--- src/rtl/stream_arb_pkg.sv ---
// Shared types and the round-robin search helper for the stream arbiter.
// Purely declarative: no state, no latency, no flow control.
package stream_arb_pkg;

  typedef enum logic {
    IDLE  = 1'b0,
    GRANT = 1'b1
  } arb_state_e;

  localparam int MAX_REQ = 16;
  localparam int PICK_W  = 4;

  typedef struct packed {
    logic              found;
    logic [PICK_W-1:0] idx;
  } pick_t;

  // Searches ptr+1, ptr+2, ... wrapping at num_req, which need not be a power of 2.
  function automatic pick_t rr_pick(input logic [MAX_REQ-1:0] valid,
                                    input logic [PICK_W-1:0]  ptr,
                                    input int                 num_req);
    pick_t res;
    int    cand;
    res = '0;
    for (int k = 1; k <= MAX_REQ; k++) begin
      cand = int'(ptr) + k;
      if (cand >= num_req) cand = cand - num_req;
      if (k <= num_req && !res.found && valid[PICK_W'(cand)]) begin
        res.found = 1'b1;
        res.idx   = PICK_W'(cand);
      end
    end
    return res;
  endfunction

endpackage

--- src/rtl/rr_priority_picker.sv ---
// Rotate-and-priority-encode: first valid requester after ptr, round-robin order.
// Combinational, zero latency; no flow control of its own.
module rr_priority_picker
  import stream_arb_pkg::*;
#(
  parameter int NUM_REQ = 4,
  parameter int IDX_W   = $clog2(NUM_REQ)
) (
  input  logic [NUM_REQ-1:0] valid,
  input  logic [IDX_W-1:0]   ptr,
  output logic [IDX_W-1:0]   idx,
  output logic               found
);

  logic [MAX_REQ-1:0] valid_ext;
  pick_t              pick;

  assign valid_ext = MAX_REQ'(valid);
  assign pick      = rr_pick(valid_ext, PICK_W'(ptr), NUM_REQ);
  assign idx       = IDX_W'(pick.idx);
  assign found     = pick.found;

endmodule

--- src/rtl/stream_arbiter.sv ---
// Packet-based round-robin arbiter muxing NUM_REQ valid/ready streams onto one output.
// 1-cycle arbitration then combinational pass-through; out_ready flows back only to the granted requester.
module stream_arbiter
  import stream_arb_pkg::*;
#(
  parameter int NUM_REQ      = 4,
  parameter int DATA_WIDTH   = 8,
  parameter int MAX_BURST    = 4,
  parameter int IDLE_TIMEOUT = 8
) (
  input  logic                          clk,
  input  logic                          rst,
  input  logic [NUM_REQ-1:0]            req_valid,
  output logic [NUM_REQ-1:0]            req_ready,
  input  logic [NUM_REQ*DATA_WIDTH-1:0] req_data,
  input  logic [NUM_REQ-1:0]            req_last,
  output logic                          out_valid,
  input  logic                          out_ready,
  output logic [DATA_WIDTH-1:0]         out_data,
  output logic                          out_last,
  output logic [$clog2(NUM_REQ)-1:0]    out_src,
  output logic                          busy
);

  localparam int IDX_W = $clog2(NUM_REQ);
  localparam int BC_W  = $clog2(MAX_BURST + 1);
  localparam int IC_W  = $clog2(IDLE_TIMEOUT + 1);

  localparam logic [BC_W-1:0]  BURST_LAST = BC_W'(MAX_BURST - 1);
  localparam logic [IC_W-1:0]  IDLE_LAST  = IC_W'(IDLE_TIMEOUT - 1);
  localparam logic [IDX_W-1:0] PTR_RESET  = IDX_W'(NUM_REQ - 1);

  arb_state_e       state_q, state_d;
  logic [IDX_W-1:0] ptr_q, ptr_d;
  logic [IDX_W-1:0] sel_q, sel_d;
  logic [BC_W-1:0]  beat_q, beat_d;
  logic [IC_W-1:0]  idle_q, idle_d;

  logic [IDX_W-1:0] pick_idx;
  logic             pick_found;
  logic             granted;
  logic             xfer;
  logic             release_grant;

  rr_priority_picker #(
    .NUM_REQ (NUM_REQ),
    .IDX_W   (IDX_W)
  ) u_picker (
    .valid (req_valid),
    .ptr   (ptr_q),
    .idx   (pick_idx),
    .found (pick_found)
  );

  assign granted = (state_q == GRANT);
  assign busy    = granted;

  always_comb begin
    out_valid = 1'b0;
    out_data  = '0;
    out_last  = 1'b0;
    out_src   = '0;
    req_ready = '0;
    if (granted) begin
      out_valid        = req_valid[sel_q];
      out_data         = req_data[int'(sel_q)*DATA_WIDTH +: DATA_WIDTH];
      out_last         = req_last[sel_q];
      out_src          = sel_q;
      req_ready[sel_q] = out_ready;
    end
  end

  assign xfer = out_valid && out_ready;

  // Last beat and burst limit may coincide; either way this is one release.
  assign release_grant = granted &&
                         ((xfer && (out_last || beat_q == BURST_LAST)) ||
                          (!req_valid[sel_q] && idle_q == IDLE_LAST));

  always_comb begin
    state_d = state_q;
    ptr_d   = ptr_q;
    sel_d   = sel_q;
    beat_d  = beat_q;
    idle_d  = idle_q;
    case (state_q)
      IDLE: begin
        if (pick_found) begin
          sel_d   = pick_idx;
          beat_d  = '0;
          idle_d  = '0;
          state_d = GRANT;
        end
      end
      GRANT: begin
        if (xfer) beat_d = beat_q + BC_W'(1);
        if (req_valid[sel_q])       idle_d = '0;
        else if (idle_q != IDLE_LAST) idle_d = idle_q + IC_W'(1);
        if (release_grant) begin
          ptr_d   = sel_q;
          state_d = IDLE;
        end
      end
      default: state_d = IDLE;
    endcase
  end

  always_ff @(posedge clk or posedge rst) begin
    if (rst) begin
      state_q <= IDLE;
      ptr_q   <= PTR_RESET;
      sel_q   <= '0;
      beat_q  <= '0;
      idle_q  <= '0;
    end else begin
      state_q <= state_d;
      ptr_q   <= ptr_d;
      sel_q   <= sel_d;
      beat_q  <= beat_d;
      idle_q  <= idle_d;
    end
  end

endmodule

--- config.mk ---
export PLATFORM = sky130hd
export DESIGN_NAME = stream_arbiter
export DESIGN_NICKNAME = d
export VERILOG_FILES = /design/src/rtl/stream_arb_pkg.sv /design/src/rtl/rr_priority_picker.sv /design/src/rtl/stream_arbiter.sv
export SDC_FILE = /design/constraint.sdc
export NUM_CORES = 1
export LEC_CHECK = 0
export CAP_MARGIN = 10
export CORE_MARGIN = 3
export CORE_UTILIZATION = 35
export CTS_BUF_LIST = sky130_fd_sc_hd__clkbuf_8
export DETAILED_ROUTE_END_ITERATION = 10
export PLACE_DENSITY = 0.74
export SKIP_LAST_GASP = 1
export SYNTH_ARGS = -nofsm -noshare
export SYNTH_HDL_FRONTEND = slang
export SYNTH_SLANG_ARGS = --single-unit
--- constraint.sdc ---
create_clock -name clk -period 2.2 [get_ports clk]
set_clock_uncertainty 0.2 [all_clocks]
set_input_delay 0.55 -clock clk [delete_from_list [all_inputs] [get_ports clk]]
set_output_delay 0.55 -clock clk [all_outputs]
set_load 0.01 [all_outputs]
==> results.md <==
* Placement Setup Slack at -678 ps
* Hold path startpoint: beat_q[2]
* Synthesis-to-finish area growth at 85.3%
* Via density at approximately 5.4
* Mean Syn Cell Area at between 9 and 10 um^2
* Placer Congestion at about 0.77
* Filler cells at between 200 and 250
* Top FF cell, synth: dfrtp_1
* Status: finished, violations left
* CP Data Arrival Time at 1610 ps
* Initial antenna violation count at 0
* Row cnt at 20
* RSZ-0062 raised after global routing: true
* Worst IR Drop VDD at between 0.6 and 0.7 mV
* Synth Area in Compound Gates at 16.2%
* Period utilisation layout at 107%
* Non-Filler Instances at ~270
* IO Port Bufs at 59
* 1st-pass router iterations at 4
* Antenna Violating Nets Remaining at 0
* Post-Synth Simple-Gate Area at around a fifth
* Via count at ~1500
* Critical path class: input port to output pin
* Vias in the first global route at about 1500
* Cts bufs inserted at 3
* # clock sinks at 12
* Worst hold path depth at 2
* Failing checks: setup timing
* Min Tclk post-route at roughly 2400 ps
* Largest family of logic cells by synthesized area: multiplexers
* Ant diodes at 0
* Drt total wl at 4.58 mm
* Library cells used by synthesis at 37
* Crit path required time at around 1500 ps
* Nature of the critical path endpoint: output pin
* Cell Area, Synth at ~1200 um^2
* Rel. slew slack at roughly two thirds
* Initial core utilization at 38.2%
* Share of cells above drive strength 1 at roughly 45%
* TritonCTS clock tree: built
* Reg2reg setup slack at -90 ps
* Reg2reg path depth at 8
* Multiplexer share of the synthesized area at a little under a quarter
* First-pass GRT wire length at 7.06 mm
* CTS root buf: clkbuf_8
* P_leak at between 1 and 1.5 nW
* Max-slew violations at 0
* Synth warnings at 0
* Least-Margin Pin Slew at 471 ps
* Worst r2r src: ptr_q[0]
* Wire per inst at 17.0 um
* Register Area at approximately 300 um^2
* Reg2reg end: busy
* Synth Area in XOR/XNOR at less than 1%
* Synth Register Bits at 12
* Highest Clock Rate at roughly 0.42 GHz
* Syn_nets at 180
* Crit-path max FO at 3
* Placed instance area at roughly 2100 um^2
* Worst-skew pair later-pin latency at approximately 240 ps
* Asr flop ratio synth at 100%
* Crit start category: input port
* Residual overflow from global routing at 0
* Setup violations, final at 23
* Post-route design area at between 2000 and 2500 um^2
* Core area at ~3200 um^2
* Number of synthesized flops with an enable pin at 0
* DIE AREA at between 4000 and 5000 um^2
* Hold Crit Class: flop to flop
* Max Buffers Root-to-Sink at 2
* Setup WS post-layout at -155 ps
* GRT Total Usage at between 20% and 30%
* Seq/Total Area, Yosys at 24.8%
* CTS HTree Levels at 1
* Clock transition at path regs at approximately 50 ps
* Endpoints failing hold at 0
* Die Y at 65.1 um
* CTS Hold Bufs at 0
* Max_cap viols at 0
* I/O pins at 60
* Detailed placement HPWL at about 3.4 mm
* Nets at 277
* Cell total after placement at 259
* Largest net degree at the start of global routing at 13
* Cell count after synthesis at around 130
* DR iter-0 viols at around 70
* Die Wd at around 65 um
* Adder-cell share of the synthesized area at under 10%
* DRC errors left at 0
* Multi-input gate area at 981 um^2
* WHS Endpoint: beat_q[2]
* Power Density at about 1400 nW/um^2
-- worst max path at each step --
stage	from	depth (start not counted)	endpoint
after floorplan	ptr_q[0]	9	sel_q[0]
after global placement	req_valid[3]	5	out_valid
after detailed placement	req_valid[3]	5	out_valid
after CTS	req_valid[3]	5	out_valid
after global routing	req_valid[3]	5	out_valid
final	req_valid[3]	5	out_valid
-- layer usage --
layer / share of wire, % / vias up / wire, um / track usage [%]
met5: 0 / - / 0 / 0
met4: 1.9 / 0 / 89 / 5.44
met3: 7.9 / 10 / 361 / 4.44
met2: 49 / 85 / 2260 / 41.1
met1: 41 / 688 / 1870 / 23.6
li1: - / 681 / - / -
-- layout by cell type (no fill, tap or decap), drive strengths merged, types with 3 or more instances in the layout --
cell	synthesis	final
mux2i	5	5
inv	9	9
ha	8	8
dlygate4sd2	0	41
dfrtp	10	10
nand3	5	5
mux4	10	10
clkdlybuf4s50	0	3
nand2	11	11
nor3	5	5
o21ai	8	8
nor2	7	7
and2	10	10
clkbuf	4	4
a21oi	4	4
buf	4	55
o22ai	3	3
-- cell type report --
type                            instances  share of cell area (%)
Inverter                                9                    1.60
Timing Repair Buffer                  100                    36.8
Tap cell                               44                    2.43
Sequential cell                        12                    13.4
Multi-Input combinational cell        100                    43.3
Clock buffer                            4                    2.43
-- where the power goes --
part / switching (W) / total (W) / internal (W) / leakage [nW]
clock: 0.0000869 / 0.000245 / 0.000158 / 0.0288
sequential: 0.0000983 / 0.000418 / 0.000319 / 0.146
combinational: 0.00106 / 0.00241 / 0.00136 / 0.889
-- state kept, by name, indices dropped and copies added (netlist names) --
register / count
busy: 1
beat_q: 3
ptr_q: 2
idle_q: 4
sel_q: 2
-- stage by stage --
step | util [%] | setup TNS, ps | hold slack (ps) | power, W
after floorplan | - | -136 | 213 | 0.00152
after global placement | 65.8 | -11630 | 328 | 0.00239
after detailed placement | 65.8 | -12440 | 322 | 0.00247
after CTS | 67.3 | -1450 | 335 | 0.00277
after global routing | 70.7 | -2840 | 386 | 0.00326
final | 70.7 | -1310 | 329 | 0.00308
-- cell usage after synthesis (3+ instances only) --
cell type | instances | area, um^2
nand2_1 | 11 | 41.3
nor3_1 | 5 | 25.0
inv_1 | 9 | 33.8
o21ai_0 | 7 | 35.0
a21oi_1 | 4 | 20.0
and2_1 | 10 | 62.6
nor2_1 | 7 | 26.3
dfrtp_1 | 10 | 250
clkbuf_1 | 4 | 15.0
mux2i_1 | 5 | 50.1
ha_1 | 8 | 100
nand3_1 | 5 | 25.0
mux4_2 | 10 | 225
o22ai_1 | 3 | 18.8
-- logic make-up after synthesis --
kind of cell               after synthesis
and+or+nand+nor                         47
AOI/OAI and AO/OA                       28
buffers and inverters                   17
muxes                                   16
DFF                                     12
adders and majority gates                8
xor gates and xnor gates                 1
-- timing repair --
item / CTS / global route
resized for setup: 120 / 27
setup endpoints to repair: 29 / 28
pin swaps: 16 / 8
setup buffers: 5 / 1
-- worst max-delay path, cell delays in order --
cell and delay (ps):
dlygate4sd2_1 270, mux4_2 530, inv_2 90, nor2_2 30
buf_2 130
No activity file was read; power rests on OpenSTA's default activity.
